<file path="src/rtl/load_store_unit_pkg.sv">
// Shared encodings, FSM states and store-lane helpers for the M-stage load/store unit.
package load_store_unit_pkg;

  localparam int unsigned XLEN  = 32;
  localparam int unsigned CNT_W = 8;

  localparam logic [2:0] F3_B  = 3'b000;
  localparam logic [2:0] F3_H  = 3'b001;
  localparam logic [2:0] F3_W  = 3'b010;
  localparam logic [2:0] F3_BU = 3'b100;
  localparam logic [2:0] F3_HU = 3'b101;

  localparam logic [1:0] SZ_B   = 2'b00;
  localparam logic [1:0] SZ_H   = 2'b01;
  localparam logic [1:0] SZ_W   = 2'b10;
  localparam logic [1:0] SZ_BAD = 2'b11;

  localparam logic [3:0] STRB_NONE = 4'b0000;
  localparam logic [3:0] STRB_B    = 4'b0001;
  localparam logic [3:0] STRB_H    = 4'b0011;
  localparam logic [3:0] STRB_W    = 4'b1111;

  typedef enum logic [1:0] {
    ST_IDLE = 2'd0,
    ST_REQ  = 2'd1,
    ST_WAIT = 2'd2,
    ST_DONE = 2'd3
  } lsu_state_e;

  typedef struct packed {
    logic            we;
    logic [2:0]      funct3;
    logic [3:0]      wstrb;
    logic [XLEN-1:0] wdata;
  } lsu_req_t;

  // Misaligned halfword/word or an unsupported size encoding.
  function automatic logic access_fault(input logic [2:0] f3, input logic [1:0] a);
    logic f;
    case (f3[1:0])
      SZ_H:    f = a[0];
      SZ_W:    f = (a != 2'b00);
      SZ_BAD:  f = 1'b1;
      default: f = 1'b0;
    endcase
    return f;
  endfunction

  function automatic logic [3:0] store_strb(input logic [2:0] f3, input logic [1:0] a);
    logic [3:0] s;
    case (f3[1:0])
      SZ_B:    s = 4'(STRB_B << a);
      SZ_H:    s = 4'(STRB_H << a);
      default: s = STRB_W;
    endcase
    return s;
  endfunction

  function automatic logic [XLEN-1:0] store_data(input logic [2:0] f3, input logic [XLEN-1:0] d);
    logic [XLEN-1:0] r;
    case (f3[1:0])
      SZ_B:    r = {4{d[7:0]}};
      SZ_H:    r = {2{d[15:0]}};
      default: r = d;
    endcase
    return r;
  endfunction

endpackage

</file>
<file path="src/rtl/lsu_load_ext.sv">
// Load lane select and sign/zero extension of a returned memory word.
module lsu_load_ext
  import load_store_unit_pkg::*;
(
  input  logic [XLEN-1:0] rdata,
  input  logic [1:0]      byte_off,
  input  logic [2:0]      funct3,
  output logic [XLEN-1:0] data_c
);

  logic [XLEN-1:0] shifted;

  always_comb begin
    shifted = rdata >> {byte_off, 3'b000};
    case (funct3)
      F3_B:    data_c = {{24{shifted[7]}}, shifted[7:0]};
      F3_H:    data_c = {{16{shifted[15]}}, shifted[15:0]};
      F3_BU:   data_c = {24'b0, shifted[7:0]};
      F3_HU:   data_c = {16'b0, shifted[15:0]};
      default: data_c = rdata;
    endcase
  end

endmodule

</file>
<file path="src/rtl/load_store_unit.sv">
// M-stage load/store responder: issues one valid/ready bus access per op and stalls the pipe until done.
module load_store_unit
  import load_store_unit_pkg::*;
#(
  parameter int unsigned ADDR_W  = 32,
  parameter int unsigned TIMEOUT = 255
) (
  input  logic              clk,
  input  logic              reset,
  input  logic              MemWriteM,
  input  logic              loadM,
  input  logic [2:0]        funct3M,
  input  logic [ADDR_W-1:0] ALUResultM,
  input  logic [XLEN-1:0]   WriteDataM,
  output logic              StallLSU,
  output logic [XLEN-1:0]   ReadDataM,
  output logic              LsuFaultM,
  output logic              mem_req_valid,
  input  logic              mem_req_ready,
  output logic [ADDR_W-1:0] mem_addr,
  output logic              mem_we,
  output logic [3:0]        mem_wstrb,
  output logic [XLEN-1:0]   mem_wdata,
  input  logic              mem_rvalid,
  input  logic [XLEN-1:0]   mem_rdata
);

  localparam logic             TIMEOUT_EN = (TIMEOUT != 0);
  localparam logic [CNT_W-1:0] CNT_LAST   = (TIMEOUT == 0) ? '0 : CNT_W'(TIMEOUT - 1);

  lsu_state_e        state_q, state_d;
  logic [ADDR_W-1:0] addr_q, addr_d;
  lsu_req_t          req_q, req_d;
  logic [CNT_W-1:0]  cnt_q, cnt_d;
  logic [XLEN-1:0]   rdata_q, rdata_d;
  logic              fault_q, fault_d;
  logic              stall_c;
  logic [XLEN-1:0]   ext_data_c;

  lsu_load_ext u_load_ext (
    .rdata    (mem_rdata),
    .byte_off (addr_q[1:0]),
    .funct3   (req_q.funct3),
    .data_c   (ext_data_c)
  );

  // Next-state, request capture and result generation; results are non-zero only on entry to DONE.
  always_comb begin
    state_d = state_q;
    addr_d  = addr_q;
    req_d   = req_q;
    cnt_d   = cnt_q;
    rdata_d = '0;
    fault_d = 1'b0;
    stall_c = 1'b0;
    case (state_q)
      ST_IDLE: begin
        if (MemWriteM || loadM) begin
          stall_c      = 1'b1;
          addr_d       = ALUResultM;
          req_d.we     = MemWriteM;
          req_d.funct3 = funct3M;
          req_d.wstrb  = MemWriteM ? store_strb(funct3M, ALUResultM[1:0]) : STRB_NONE;
          req_d.wdata  = store_data(funct3M, WriteDataM);
          cnt_d        = '0;
          if (access_fault(funct3M, ALUResultM[1:0])) begin
            state_d = ST_DONE;
            fault_d = 1'b1;
          end else begin
            state_d = ST_REQ;
          end
        end
      end
      ST_REQ: begin
        stall_c = 1'b1;
        if (mem_req_ready) begin
          state_d = req_q.we ? ST_DONE : ST_WAIT;
          cnt_d   = '0;
        end
      end
      ST_WAIT: begin
        stall_c = 1'b1;
        cnt_d   = cnt_q + CNT_W'(1);
        if (mem_rvalid) begin
          rdata_d = ext_data_c;
          state_d = ST_DONE;
        end else if (TIMEOUT_EN && (cnt_q == CNT_LAST)) begin
          fault_d = 1'b1;
          state_d = ST_DONE;
        end
      end
      ST_DONE: begin
        state_d = ST_IDLE;
      end
      default: begin
        state_d = ST_IDLE;
      end
    endcase
  end

  always_ff @(posedge clk) begin
    if (reset) begin
      state_q <= ST_IDLE;
      addr_q  <= '0;
      req_q   <= '0;
      cnt_q   <= '0;
      rdata_q <= '0;
      fault_q <= 1'b0;
    end else begin
      state_q <= state_d;
      addr_q  <= addr_d;
      req_q   <= req_d;
      cnt_q   <= cnt_d;
      rdata_q <= rdata_d;
      fault_q <= fault_d;
    end
  end

  // Reset masks the handshake outputs in the same cycle so no request leaks out.
  assign StallLSU      = stall_c & ~reset;
  assign mem_req_valid = (state_q == ST_REQ) & ~reset;
  assign mem_addr      = {addr_q[ADDR_W-1:2], 2'b00};
  assign mem_we        = req_q.we;
  assign mem_wstrb     = req_q.wstrb;
  assign mem_wdata     = req_q.wdata;
  assign ReadDataM     = rdata_q;
  assign LsuFaultM     = fault_q;

endmodule

</file>
<file path="config.mk">
export PLATFORM = sky130hd
export DESIGN_NAME = load_store_unit
export DESIGN_NICKNAME = d
export VERILOG_FILES = /design/src/rtl/load_store_unit_pkg.sv /design/src/rtl/lsu_load_ext.sv /design/src/rtl/load_store_unit.sv
export SDC_FILE = /design/constraint.sdc
export NUM_CORES = 1
export LEC_CHECK = 0
export BUFFER_PORTS_ARGS = -buffer_cell sky130_fd_sc_hd__clkbuf_2
export CORE_MARGIN = 1.5
export CORE_UTILIZATION = 50
export DETAILED_ROUTE_END_ITERATION = 8
export PLACE_DENSITY_LB_ADDON = 0.15
export SETUP_SLACK_MARGIN = 0.2
export SYNTH_ARGS = -nofsm -noshare
export SYNTH_HDL_FRONTEND = slang
export SYNTH_SLANG_ARGS = --single-unit
</file>
<file path="constraint.sdc">
create_clock -name clk -period 2.9 [get_ports clk]
set_input_delay 0.58 -clock clk [delete_from_list [all_inputs] [get_ports clk]]
set_output_delay 0.58 -clock clk [all_outputs]
set_load 0.005 [all_outputs]
</file>
Word level (Yosys, flattened, before mapping)
Index checks and enable logic that the tools add are counted.
{ "totals": {"ff_bits": 115, "input_bits": 105, "output_inout_bits": 104} }
{ "classes": {"n_addsub": 1, "n_eq_ne": 13, "n_shift": 3, "mux": 24, "n_bitwise": 5, "n_reduce_logical": 11} }
{ "op_table": {"columns": ["operator", "n"], "rows": [
  ["one-hot mux 32 bit (4 select lines)", 1],
  ["one-hot mux 32 bit (2 select lines)", 1],
  [">> shifter 32 x 5 -> 16 bit", 1],
  ["one-hot mux 8 bit (3 select lines)", 1],
  ["2-to-1 mux 8 bit", 2],
  ["2-to-1 mux 2 bit", 5],
  ["adder 8 x 1 -> 8 bit (second input constant)", 1],
  ["equality test 2 bit (second input constant)", 4],
  ["equality test 8 bit (second input constant)", 1],
  ["2-to-1 mux 1 bit", 8],
  ["one-hot mux 2 bit (4 select lines)", 1],
  ["one-hot mux 4 bit (2 select lines)", 1],
  ["equality test 3 bit (second input constant)", 2],
  ["AND reduction 3 bit", 2],
  ["equality test 2 x 1 -> 1 bit (second input constant)", 2],
  ["logical NOT 2 bit", 2],
  ["2-to-1 mux 4 bit", 1],
  ["!= test 2 bit (second input constant)", 2],
  ["one-hot mux 1 bit (2 select lines)", 2],
  ["left shift 1 x 2 -> 4 bit (first input constant)", 1],
  ["left shift 2 x 2 -> 4 bit (first input constant)", 1],
  ["equality test 3 x 1 -> 1 bit (second input constant)", 1],
  ["logical NOT 3 bit", 1],
  ["!= test 3 bit (second input constant)", 1],
  ["9 further kinds", 12]
]} }

Logic depth before layout (Yosys ltp)
{ "depth": {"word_depth": 7, "depth_mapped": 7, "depth_no_buf": 6} }

Cells and area by module
Synthesis repeated with hierarchy kept, for this count alone.
{ "unflattened": {"cells_unflattened": 682, "area_unflattened_um2": 5535.3} }
{ "by_module_without_submodules": {"columns": ["module", "instances", "cells_per_inst", "area_each_um2"], "rows": [
  ["load_store_unit", 1, 576, 4843.4],
  ["lsu_load_ext", 1, 106, 691.9]
]} }

Worst setup path after synthesis
Ideal clock, no wire load.
{ "synth_path": {"kind": "register to register", "from": "register state_q[0]", "to": "register cnt_q[5]", "setup_time_ns": 0.070, "arrival_time_ns": 1.941, "path_slack_ns": 0.888, "path_stages_with_launch": 8, "path_buffers": 1, "period_less_slack_ns": 2.012, "cell_sequence": "dfxtp_1 inv_1 ha_1 nor3b_2 or3_1 buf_2 or4_1 a21oi_1"} }
{ "synth_between": {"elab_chain_cells": 3} }
{ "synth_rtl": {"columns": ["item", "line", "source"], "rows": [
  ["start, declared", "load_store_unit.sv:31", "lsu_state_e state_q, state_d;"],
  ["start signal, assigned", "load_store_unit.sv:110", "state_q <= state_d;"],
  ["equality test 2 x 1 -> 1 bit, or another cell as far along", "load_store_unit.sv:56", "case (state_q)"],
  ["!= test 2 bit (no source line) or nonzero test 3 bit (tied branches)", null, null],
  ["AND reduction 3 bit (no source line)", null, null],
  ["end signal, assigned", "load_store_unit.sv:113", "cnt_q <= cnt_d;"],
  ["end, declared", "load_store_unit.sv:34", "logic [CNT_W-1:0] cnt_q, cnt_d;"]
]} }
Parallel ways exist; a longest one is shown, timed or not.
A chain may end at the register's enable or synchronous reset.

Worst setup path in the final report
{ "layout_path": {"from": "register state_q[0]", "to": "output StallLSU"} }
{ "layout_between": {"elab_chain_cells": 4} }
{ "layout_rtl": {"columns": ["item", "line", "source"], "rows": [
  ["equality test 2 x 1 -> 1 bit or equality test 2 bit (tied branches)", "load_store_unit.sv:56", null],
  ["OR reduction 2 bit (no source line)", null, null],
  ["one-hot mux 1 bit (2 select lines) (*)", "load_store_unit.sv:56", null],
  ["AND 1 bit (*)", "load_store_unit.sv:120", "assign StallLSU = stall_c & ~reset;"],
  ["end, declared", "load_store_unit.sv:15", "output logic StallLSU,"]
]} }
Mark *: on every way between the ends. The rest lies on a longest branch, timed or not.

==> impl_metrics.tcl <==
set metrics [dict create \
    final_nets 898 \
    die_width_um 106.6 \
    pre_cts_slack_ps 705.4 \
    slew_headroom_pct 58.56 \
    drtIter0Drc 222 \
    p_sw_w 0.002021 \
    syn_inst 662 \
    ys_types 45 \
    clk_latency_ps 500 \
    wl_per_cell_um 14.30 \
    post_cts_resized 0 \
    synth_edf_count 0 \
    final_cell_mix "clkbuf_2 (205), nand2_1 (140), dfxtp_1 (115), a21oi_1 (86), nor2_1 (48)" \
    drv_cap 0 \
    place.gp.congestion 0.9353 \
    drc 0 \
    worstSetupEndpointType "output port" \
    track_usage_pct 23.15 \
    muxShareOfSynthArea_pct 5.407 \
    cts.sink_count 115 \
    synthArstFlopShare_pct 0 \
    wirelength_um 13370 \
    antenna_cells 0 \
    clockBufferDepth 2 \
    status "complete, no violations" \
    numCtsBuffers 17 \
    synth_simple_gate_area_share_pct 17.13 \
    timing.final.hold_violations 0 \
    irDropWorstVdd_mv 0.5036 \
    synth_compound_gate_area_share_pct 18.74 \
    synth_adder_area_share_pct 1.631 \
    dp.cells 903 \
    crit_type "register to output port" \
    p_sw_share_pct 33.85 \
    hp-class "input pin to register" \
    final_common_cell "clkbuf_2" \
    cts_tree "yes" \
    fin_crit_sh_pct 81.44 \
    initial_core_util_pct 51.77 \
    p_leak_nw 2.984 \
    dieArea_mm2 0.01137 \
    setup_ws_ps 538.2 \
    seq_area_mm2 0.002302 \
    tightest_slew_ps 621.6 \
    multi_input_area_mm2 0.002359 \
    area_growth_pct 22.49 \
    drive_gt1_share_pct 32.42 \
    num_vias 4867 \
    drv_slew 0 \
    setup-tns-final_ps 0 \
    die_y_um 106.6 \
    synth_area_mm2 0.005369 \
    p_int_w 0.003951 \
    hold_ws_ps 298.9 \
    syn_area_per_cell_um2 8.110 \
    p_per_area_mw_per_mm2 908.1 \
    detail-route-antenna-nets 0 \
    final_cells 935 \
    htree_levels 4 \
    cts_root_buf "clkbuf_8" \
    grt_pass1_wl_um 21010 \
    setup_viol 0 \
    dp_hpwl_um 9814 \
    synth_xor_area_share_pct 0.6525 \
    cp.arrival_ps 1780 \
    post_cts_buffers 0 \
    required_ps 2320 \
    fmax_mhz 423.4 \
    skew_ps 14.76 \
    ys_ff_latch 115 \
    io_pins 209 \
    clkSlewWorstSetupHoldPaths_ps 60 \
    comb_power_share_pct 30.9 \
    grt_max_degree 58 \
    start_kind "register" \
    antenna_found_initial 0 \
    fillers 936 \
    core_mm2 0.01037 \
    cts_hold_buf 0 \
    num_rows 37 \
    synth_top_family_by_area "compound AO/OA/AOI/OAI gates" \
    ys.flop_type "dfxtp_1" \
    grt_overflow_total 0 \
    vias_per_cell 5.205 \
    fin_crit_ps 2362 \
    clkPwrFrac_pct 34.1 \
    drtPass1Iterations 7 \
    ys_seq_area_share_pct 42.88 \
    portBuffers 206 \
    first_global_vias 4571 \
    crit_fanout 5 \
    p_seq_share_pct 35.0 \
    yosys_warnings 0 \
    rsz0062_at_grt "false" \
]
[final cells by class]
class                      count  share of cell area (%)
multi-input combinational    424                   35.86
sequential                   115                   35.01
clock inverter                13                   2.435
clock buffer                  19                   6.412
tap                          136                   2.588
timing repair buffer         216                   17.01
inverter                      12                  0.6849
[power groups by stage]
stage | combinational (W) | clock (W) | sequential, W
finish | 0.00184 | 0.00203 | 0.00209
global placement | 0.00181 | 0 | 0.00210
floorplan | 0.00151 | 0 | 0.00208
detailed placement | 0.00185 | 0 | 0.00212
global route | 0.00207 | 0.00215 | 0.00213
CTS | 0.00186 | 0.00207 | 0.00209
[worst max-delay path, stage by stage, from the launching register on]
cell,delay [ps]
dfxtp_1,330
inv_1,160
ha_1,290
o21a_2,210
nor2_1,50
nor3_1,120
clkbuf_2,140
[cell families (layout without fill, tap and decap cells)]
| kind of cell | Yosys count | after routing |
|---|---|---|
| simple gates | 221 | 221 |
| mux | 29 | 29 |
| compound gates | 161 | 161 |
| flops | 115 | 115 |
| xor+xnor | 4 | 4 |
| other cells | 1 | 2 |
| fa+ha+maj | 7 | 7 |
| buf+inv | 124 | 260 |
[per-stage QoR]
stage	util (%)	total power, W	area, um2
6_report	63.42	0.005972	6576
4_1_cts	63.42	0.006020	6576
3_5_place_dp	57.81	0.003972	5995
5_1_grt	63.42	0.006352	6576
3_3_place_gp	57.81	0.003916	5995
2_1_floorplan	-	0.003589	5373
[synth_stat cells (all sizes together) (4+ instances only)]
library cell | count | area (um2)
o211ai | 10 | 75.07
a211oi | 9 | 67.56
o221a | 7 | 78.83
a311oi | 8 | 70.07
mux2i | 29 | 290.3
xnor2 | 4 | 35.03
o21ai | 18 | 90.08
inv | 11 | 41.29
a21oi | 86 | 430.4
nand2 | 140 | 525.5
clkbuf | 36 | 135.1
buf | 76 | 544.3
nor2b | 4 | 25.02
and2 | 6 | 37.54
a221oi | 8 | 70.07
dfxtp | 115 | 2302
nand3 | 4 | 20.02
o31ai | 4 | 35.03
nor2 | 48 | 180.2
ha | 7 | 87.58
[state kept, by name, summed over array words and instances, names as in the netlist]
signal     cells
ReadDataM     32
addr_q        32
mem_wdata     32
cnt_q          8
mem_wstrb      4
req_q          3
state_q        2
LsuFaultM      1
mem_we         1
[per-layer routing]
metal  wire, um  part of all wire [%]  vias up  global-route usage (%)
met3        953                   7.1       19                   7.356
met1       5606                    42     2237                   27.23
met4        283                   2.1        0                   10.19
met2       6525                    49      172                   38.64
li1           -                     -     2439                       -
met5          0                     0        -                       0
[path summary, 6_finish.rpt]
path	slack (ps)	endpoint	from	cells after the start
setup reg to reg	680	cnt_q[5]	state_q[0]	6
hold reg to reg	450	mem_wstrb[1]	mem_wstrb[1]	2
hold / removal	300	addr_q[27]	ALUResultM[27]	3
setup / recovery	540	StallLSU	state_q[0]	6
No activity file was read; power rests on OpenSTA's default activity.
